<file path="config.mk">
export PLATFORM = sky130hd
export DESIGN_NAME = comparator_nbit_seq_flat
export DESIGN_NICKNAME = d
export VERILOG_FILES = /design/src/rtl/comparator_nbit_seq_pkg.sv /design/src/rtl/comparator_nbit_seq_if.sv /design/src/rtl/comparator_nbit_seq_chunk.sv /design/src/rtl/comparator_nbit_seq.sv /design/src/flat_wrapper.sv
export SDC_FILE = /design/constraint.sdc
export NUM_CORES = 1
export LEC_CHECK = 0
export CAP_MARGIN = 0
export CELL_PAD_IN_SITES_DETAIL_PLACEMENT = 1
export CELL_PAD_IN_SITES_GLOBAL_PLACEMENT = 1
export CORE_ASPECT_RATIO = 0.8
export CORE_MARGIN = 3
export CORE_UTILIZATION = 37
export DETAILED_ROUTE_END_ITERATION = 12
export PLACE_DENSITY = 0.87
export SLEW_MARGIN = 30
export SYNTH_ARGS = -nofsm -noshare
export SYNTH_HDL_FRONTEND = slang
export SYNTH_SLANG_ARGS = --single-unit
</file>
<file path="constraint.sdc">
create_clock -name clk -period 2.65 [get_ports clk]
set_clock_uncertainty 0.1 [all_clocks]
set_input_delay 0.795 -clock clk [delete_from_list [all_inputs] [get_ports clk]]
set_output_delay 0.795 -clock clk [all_outputs]
set_load 0.03 [all_outputs]
</file>
<file path="src/rtl/comparator_nbit_seq_pkg.sv">
// Shared definitions for the chunked sequential comparator.
// Holds the FSM state encoding and its width so the top and any
// future observers agree on the numeric values of the states.
package comparator_pkg;

  localparam int STATE_W = 2;

  typedef enum logic [STATE_W-1:0] {
    ST_IDLE = 2'd0,
    ST_CMP  = 2'd1,
    ST_DONE = 2'd2
  } state_e;

endpackage

</file>
<file path="src/rtl/comparator_nbit_seq_if.sv">
// Request/result bundle for comparator_nbit_seq.
//   start, signed_mode, a, b : request side, driven by the master
//   busy, done, eq, gt, sm   : status/result side, driven by the slave
interface comparator_nbit_seq_if #(
  parameter int WIDTH = 16
);

  logic             start;
  logic             signed_mode;
  logic [WIDTH-1:0] a;
  logic [WIDTH-1:0] b;
  logic             busy;
  logic             done;
  logic             eq;
  logic             gt;
  logic             sm;

  modport master (
    output start, signed_mode, a, b,
    input  busy, done, eq, gt, sm
  );

  modport slave (
    input  start, signed_mode, a, b,
    output busy, done, eq, gt, sm
  );

endinterface

</file>
<file path="src/rtl/comparator_nbit_seq_chunk.sv">
// Combinational unsigned compare of one CHUNK-wide slice.
//   a, b : slice operands
//   eq   : a == b,  gt : a > b,  sm : a < b  (exactly one is high)
module comparator_chunk #(
  parameter int CHUNK = 4
) (
  input  logic [CHUNK-1:0] a,
  input  logic [CHUNK-1:0] b,
  output logic             eq,
  output logic             gt,
  output logic             sm
);

  assign eq = (a == b);
  assign gt = (a > b);
  assign sm = (a < b);

endmodule

</file>
<file path="src/rtl/comparator_nbit_seq.sv">
// Sequential N-bit magnitude comparator, CHUNK bits per cycle, MSB chunk
// first with early exit on the first differing chunk.
//   clk  : rising-edge clock
//   rst  : synchronous active-high reset
//   bus  : slave side of comparator_nbit_seq_if
//          (start/signed_mode/a/b in, busy/done/eq/gt/sm out, all registered)
// WIDTH must be an integer multiple of CHUNK.
module comparator_nbit_seq
  import comparator_pkg::*;
#(
  parameter int WIDTH = 16,
  parameter int CHUNK = 4
) (
  input  logic                  clk,
  input  logic                  rst,
  comparator_nbit_seq_if.slave  bus
);

  localparam int NCHUNK = WIDTH / CHUNK;
  localparam int IDX_W  = (NCHUNK > 1) ? $clog2(NCHUNK) : 1;
  localparam logic [IDX_W-1:0] IDX_TOP = IDX_W'(NCHUNK - 1);

  state_e           state_q, state_d;
  logic [IDX_W-1:0] idx_q, idx_d;
  logic [WIDTH-1:0] a_q, a_d;
  logic [WIDTH-1:0] b_q, b_d;
  logic             signed_q, signed_d;
  logic             busy_q, busy_d;
  logic             done_q, done_d;
  logic             eq_q, eq_d;
  logic             gt_q, gt_d;
  logic             sm_q, sm_d;

  logic [CHUNK-1:0] a_chunk;
  logic [CHUNK-1:0] b_chunk;
  logic             c_eq, c_gt, c_sm;

  // Flipping the sign bit of both operands maps two's-complement order onto
  // unsigned order; only the top chunk carries that bit.
  always_comb begin
    a_chunk = a_q[idx_q*CHUNK +: CHUNK];
    b_chunk = b_q[idx_q*CHUNK +: CHUNK];
    if (signed_q && (idx_q == IDX_TOP)) begin
      a_chunk[CHUNK-1] = ~a_chunk[CHUNK-1];
      b_chunk[CHUNK-1] = ~b_chunk[CHUNK-1];
    end
  end

  comparator_chunk #(
    .CHUNK (CHUNK)
  ) u_chunk (
    .a  (a_chunk),
    .b  (b_chunk),
    .eq (c_eq),
    .gt (c_gt),
    .sm (c_sm)
  );

  always_comb begin
    state_d  = state_q;
    idx_d    = idx_q;
    a_d      = a_q;
    b_d      = b_q;
    signed_d = signed_q;
    busy_d   = busy_q;
    done_d   = 1'b0;
    eq_d     = eq_q;
    gt_d     = gt_q;
    sm_d     = sm_q;

    case (state_q)
      ST_IDLE: begin
        if (bus.start) begin
          a_d      = bus.a;
          b_d      = bus.b;
          signed_d = bus.signed_mode;
          idx_d    = IDX_TOP;
          eq_d     = 1'b0;
          gt_d     = 1'b0;
          sm_d     = 1'b0;
          busy_d   = 1'b1;
          state_d  = ST_CMP;
        end
      end

      ST_CMP: begin
        if (!c_eq) begin
          gt_d    = c_gt;
          sm_d    = c_sm;
          done_d  = 1'b1;
          busy_d  = 1'b0;
          state_d = ST_DONE;
        end else if (idx_q == '0) begin
          eq_d    = 1'b1;
          done_d  = 1'b1;
          busy_d  = 1'b0;
          state_d = ST_DONE;
        end else begin
          idx_d = idx_q - 1'b1;
        end
      end

      ST_DONE: begin
        state_d = ST_IDLE;
      end

      default: begin
        busy_d  = 1'b0;
        state_d = ST_IDLE;
      end
    endcase
  end

  always_ff @(posedge clk) begin
    if (rst) begin
      state_q  <= ST_IDLE;
      idx_q    <= '0;
      a_q      <= '0;
      b_q      <= '0;
      signed_q <= 1'b0;
      busy_q   <= 1'b0;
      done_q   <= 1'b0;
      eq_q     <= 1'b0;
      gt_q     <= 1'b0;
      sm_q     <= 1'b0;
    end else begin
      state_q  <= state_d;
      idx_q    <= idx_d;
      a_q      <= a_d;
      b_q      <= b_d;
      signed_q <= signed_d;
      busy_q   <= busy_d;
      done_q   <= done_d;
      eq_q     <= eq_d;
      gt_q     <= gt_d;
      sm_q     <= sm_d;
    end
  end

  assign bus.busy = busy_q;
  assign bus.done = done_q;
  assign bus.eq   = eq_q;
  assign bus.gt   = gt_q;
  assign bus.sm   = sm_q;

endmodule

</file>
<file path="src/flat_wrapper.sv">
// flat-port wrapper written by rule: the top's interface ports become plain ports
module comparator_nbit_seq_flat import comparator_pkg::*;
#(
  parameter int WIDTH = 16,
  parameter int CHUNK = 4
)
  (clk, rst, bus_start, bus_signed_mode, bus_a, bus_b, bus_busy, bus_done, bus_eq, bus_gt, bus_sm);
  comparator_nbit_seq_if #(.WIDTH(WIDTH)) bus_i ();
  input  logic clk;
  input  logic rst;
  input wire logic [$bits(bus_i.start)-1:0] bus_start;
  input wire logic [$bits(bus_i.signed_mode)-1:0] bus_signed_mode;
  input wire logic [$bits(bus_i.a)-1:0] bus_a;
  input wire logic [$bits(bus_i.b)-1:0] bus_b;
  output wire logic [$bits(bus_i.busy)-1:0] bus_busy;
  output wire logic [$bits(bus_i.done)-1:0] bus_done;
  output wire logic [$bits(bus_i.eq)-1:0] bus_eq;
  output wire logic [$bits(bus_i.gt)-1:0] bus_gt;
  output wire logic [$bits(bus_i.sm)-1:0] bus_sm;
  assign bus_i.start = bus_start;
  assign bus_i.signed_mode = bus_signed_mode;
  assign bus_i.a = bus_a;
  assign bus_i.b = bus_b;
  assign bus_busy = bus_i.busy;
  assign bus_done = bus_i.done;
  assign bus_eq = bus_i.eq;
  assign bus_gt = bus_i.gt;
  assign bus_sm = bus_i.sm;
  comparator_nbit_seq #(.WIDTH(WIDTH), .CHUNK(CHUNK)) u_core (.clk(clk), .rst(rst), .bus(bus_i));
endmodule
</file>
==> reports/qor.csv <==
metric;value;unit
status;complete, no violations;
vias per inst;5.01;
final total negative setup slack;0;ns
final wirelength;4.41;mm
number of routed nets with antenna violations;0;
area share of the leading cell type in the synthesized netlist;45.5;%
number of buffers inserted by hold repair at cts;0;
net total in the final layout;290;
number of search-and-repair iterations in the first detailed-routing pass;4;
leading post-synthesis cells by cell area;sky130_fd_sc_hd__dfxtp_1 46%, sky130_fd_sc_hd__nand2_1 14%, sky130_fd_sc_hd__a21oi_1 10%;
biggest fanout along the worst timing path;7;
end point of the worst hold path;u_core.b_q[11]$_SDFFE_PP0P_;
Clock Latency Late Sink;0.30;ns
kind of launch point of the worst setup path;register;
net switching power of the design;439;µW
number of cells on the worst hold path;2;
maximum vdd drop;394;µV
Netlist Area Pre-Place;0.00185;mm²
iteration-0 DRC count of the detailed router;49;
number of synthesis warnings;0;
synthesized flop and latch total;42;
register share of total power;48.7;%
deepest clock path buffer count;2;
post-layout util;50.8;%
proportion of power drawn by combinational gates;24.1;%
detailed-route wire length per cell;14.3;µm
number of antenna violations at the first check in global routing;0;
maximum number of pins on one net before global-route repair;43;
PostCTS Resize Cnt;0;
number of cell rows;22;
achievable clock frequency;0.410;GHz
static leakage;0.000918;µW
most used routing layer;met2;
count of flip-flops with a built-in enable after synthesis;0;
P_int;1050;µW
number of distinct standard cells referenced by the synthesized netlist;28;
endpoint of the most critical register-to-register path;u_core.idx_q[0]$_SDFFE_PP0P_;
clock slew seen by the registers of the worst setup and hold paths;0.08;ns
relative area change from synthesis to final layout;29.4;%
die boundary height;69.2;µm
top post-synthesis cells by count;69 x sky130_fd_sc_hd__nand2_1, 42 x sky130_fd_sc_hd__dfxtp_1, 38 x sky130_fd_sc_hd__a21oi_1;
crit share post-route;92.1;%
max_slew headroom;79.8;%
GRT Residual Overflow;0;
fraction of power consumed by the clock network;27.2;%
top-level I/O count;41;
fill cell total of the finished layout;560;
r2r setup slk;0.21;ns
die area;0.00588;mm²
Global Route met2 Usage;25.7;%
global routing usage on met1;19.0;%
Clk Tree Root Cell;sky130_fd_sc_hd__clkbuf_8;
diode count;0;
average cell area after synthesis;8.84;µm²
Cell Area, Placed;0.00230;mm²
kind of path behind the tightest hold check;register to register;
CTS H-tree depth;2;
routability congestion estimate from global placement;0.817;
top_reg_cell synth;sky130_fd_sc_hd__dfxtp_1;
initial standard-cell utilization of the core;39.2;%
power density over cell area;621;mW/mm²
# clock sinks;42;
total power consumption of the routed design;1480;µW
Tmin final;2.44;ns
CTS tree;built;
Seq/Total Area, Yosys;45.5;%
Crit Path Category;register to register;
data arrival at the endpoint of the critical path;2.56;ns
count of buffers inserted at the top-level ports;40;
top cell type by total area after synthesis;sky130_fd_sc_hd__dfxtp_1;
post-synth net total;251;
Hold Path Origin;u_core.b_q[11]$_SDFFE_PP0P_;
number of setup violations in the final report;0;
routed vias;1549;
MaxCap Viol Count;0;
slew at the pin with the worst max-slew slack;0.302;ns
setup repair after global routing missed its margin;no;
required time of the critical path;2.77;ns
post-route standard cell area excluding fillers;0.00239;mm²
number of cell instances on the worst register-to-register path;7;
number of instances in the synthesized netlist;209;
proportion of synthesized flip-flops having asynchronous set or reset;0;%
most frequent cell after synthesis;sky130_fd_sc_hd__nand2_1;
all-layer global routing usage;15.7;%
first-pass GRT wire length;7.31;mm
number of endpoints with negative hold slack in the final report;0;
total setup buffers inserted after CTS;0;
number of clock buffers inserted by TritonCTS;5;
Switching Fraction;29.6;%
startpoint of the lowest-slack register-to-register path;u_core.idx_q[0]$_SDFFE_PP0P_;
via count of the first global-routing pass;1565;
Core ar.;0.00471;mm²
post-DP HPWL;3.27;mm
final number of max-transition violations;0;
share of post-route cells with drive strength above 1;8.03;%
DIE WIDTH;85.0;µm
drc violations;0;
met3 track utilization from global routing;4.51;%
category of the worst setup path capture point;register;
critical path, stage by stage, from the launching register on:
cell	delay [ns]
sky130_fd_sc_hd__dfxtp_2	0.43
sky130_fd_sc_hd__mux4_2	0.55
sky130_fd_sc_hd__xor2_1	0.18
sky130_fd_sc_hd__ha_1	0.34
sky130_fd_sc_hd__nand4_2	0.20
sky130_fd_sc_hd__nor3_2	0.26
sky130_fd_sc_hd__nor2_1	0.11
sky130_fd_sc_hd__a21oi_1	0.18
metrics by stage:
stage / hold slack, ns / std cells / setup WS, ns
finish: 0.358 / 309 / 0.210
CTS: 0.361 / 309 / 0.0689
detailed placement: 0.349 / 301 / 0.103
global route: 0.384 / 309 / 0.0452
floorplan: 0.332 / 209 / 0.423
global placement: 0.339 / 301 / 0.265
logic make-up (layout without fill, tap and decap cells):
logic type,Yosys count,in the layout,share of synthesized area (%)
and+or+nand+nor,87,87,19.6
AOI/OAI and AO/OA,44,44,12.7
DFF,42,42,45.5
buffers and inverters,20,60,6.17
muxes,8,8,11.0
adders and majority gates,6,6,4.06
xor gates and xnor gates,2,2,0.949
layout by cell type (no fill, tap or decap):
| cell | netlist | routed |
|---|---|---|
| sky130_fd_sc_hd__nor3_2 | 1 | 1 |
| sky130_fd_sc_hd__dfxtp_1 | 42 | 40 |
| sky130_fd_sc_hd__nor3_1 | 4 | 4 |
| sky130_fd_sc_hd__clkbuf_1 | 5 | 1 |
| sky130_fd_sc_hd__nand4_1 | 1 | 1 |
| sky130_fd_sc_hd__a21o_2 | 1 | 1 |
| sky130_fd_sc_hd__clkdlybuf4s50_1 | 0 | 40 |
| sky130_fd_sc_hd__ha_1 | 6 | 6 |
| sky130_fd_sc_hd__nand4_2 | 1 | 1 |
| sky130_fd_sc_hd__o211ai_1 | 1 | 1 |
| sky130_fd_sc_hd__nand3_1 | 2 | 2 |
| sky130_fd_sc_hd__and2_1 | 1 | 1 |
| sky130_fd_sc_hd__nand2_1 | 69 | 69 |
| sky130_fd_sc_hd__a21o_1 | 1 | 1 |
| sky130_fd_sc_hd__mux4_2 | 2 | 2 |
| sky130_fd_sc_hd__a211oi_1 | 1 | 1 |
| sky130_fd_sc_hd__clkbuf_8 | 0 | 5 |
| sky130_fd_sc_hd__a31oi_1 | 1 | 1 |
| sky130_fd_sc_hd__nor2b_1 | 2 | 2 |
| sky130_fd_sc_hd__xnor2_1 | 1 | 1 |
| sky130_fd_sc_hd__inv_1 | 6 | 6 |
| sky130_fd_sc_hd__clkinv_4 | 0 | 1 |
| sky130_fd_sc_hd__mux4_1 | 6 | 6 |
| sky130_fd_sc_hd__xor2_1 | 1 | 1 |
| sky130_fd_sc_hd__buf_12 | 0 | 2 |
| sky130_fd_sc_hd__clkinv_2 | 0 | 1 |
| sky130_fd_sc_hd__dfxtp_2 | 0 | 2 |
| sky130_fd_sc_hd__buf_4 | 1 | 4 |
| sky130_fd_sc_hd__nand2b_1 | 1 | 1 |
| sky130_fd_sc_hd__nor2_1 | 5 | 5 |
| sky130_fd_sc_hd__a21oi_1 | 38 | 38 |
| sky130_fd_sc_hd__o31ai_1 | 1 | 1 |
power groups by stage:
stage,clock network [µW],logic [µW],registers (µW)
floorplan,0,235,730
detailed placement,0,357,737
global placement,0,343,734
finish,403,358,723
global route,443,398,731
CTS,415,362,722
layer usage:
layer / vias up / wire length (µm)
met4: 0 / 103
li1: 784 / -
met5: - / 0
met2: 38 / 2100
met3: 11 / 195
met1: 716 / 2000
state kept, by name (all words and copies together) (netlist names):
name,flops
u_core.a_q,16
u_core.b_q,16
u_core.idx_q,2
u_core.state_q,2
u_core.bus.busy,1
u_core.bus.done,1
u_core.bus.eq,1
u_core.bus.gt,1
u_core.bus.sm,1
u_core.signed_q,1
worst max path at each step:
stage	start	to	slack, ns	cells past startpoint
final	u_core.idx_q[0]$_SDFFE_PP0P_	u_core.idx_q[0]$_SDFFE_PP0P_	0.21	7
after global routing	u_core.idx_q[0]$_SDFFE_PP0P_	u_core.idx_q[0]$_SDFFE_PP0P_	0.05	7
after CTS	u_core.idx_q[0]$_SDFFE_PP0P_	u_core.idx_q[1]$_SDFFE_PP0P_	0.07	7
after detailed placement	u_core.idx_q[0]$_SDFFE_PP0P_	u_core.idx_q[1]$_SDFFE_PP0P_	0.10	7
after global placement	u_core.idx_q[0]$_SDFFE_PP0P_	u_core.idx_q[1]$_SDFFE_PP0P_	0.26	7
after floorplan	u_core.idx_q[0]$_SDFFE_PP0P_	u_core.idx_q[1]$_SDFFE_PP0P_	0.42	8
layout make-up:
type                       count  area [µm²]  area share (%)
multi-input combinational    147         892            37.3
sequential                    42         843            35.3
timing repair buffer          46         470            19.7
tap                           60        75.1            3.14
clock buffer                   6        72.6            3.04
inverter                       6        22.5           0.942
clock inverter                 2        13.8           0.576
(Power assumes the default switching activity.)
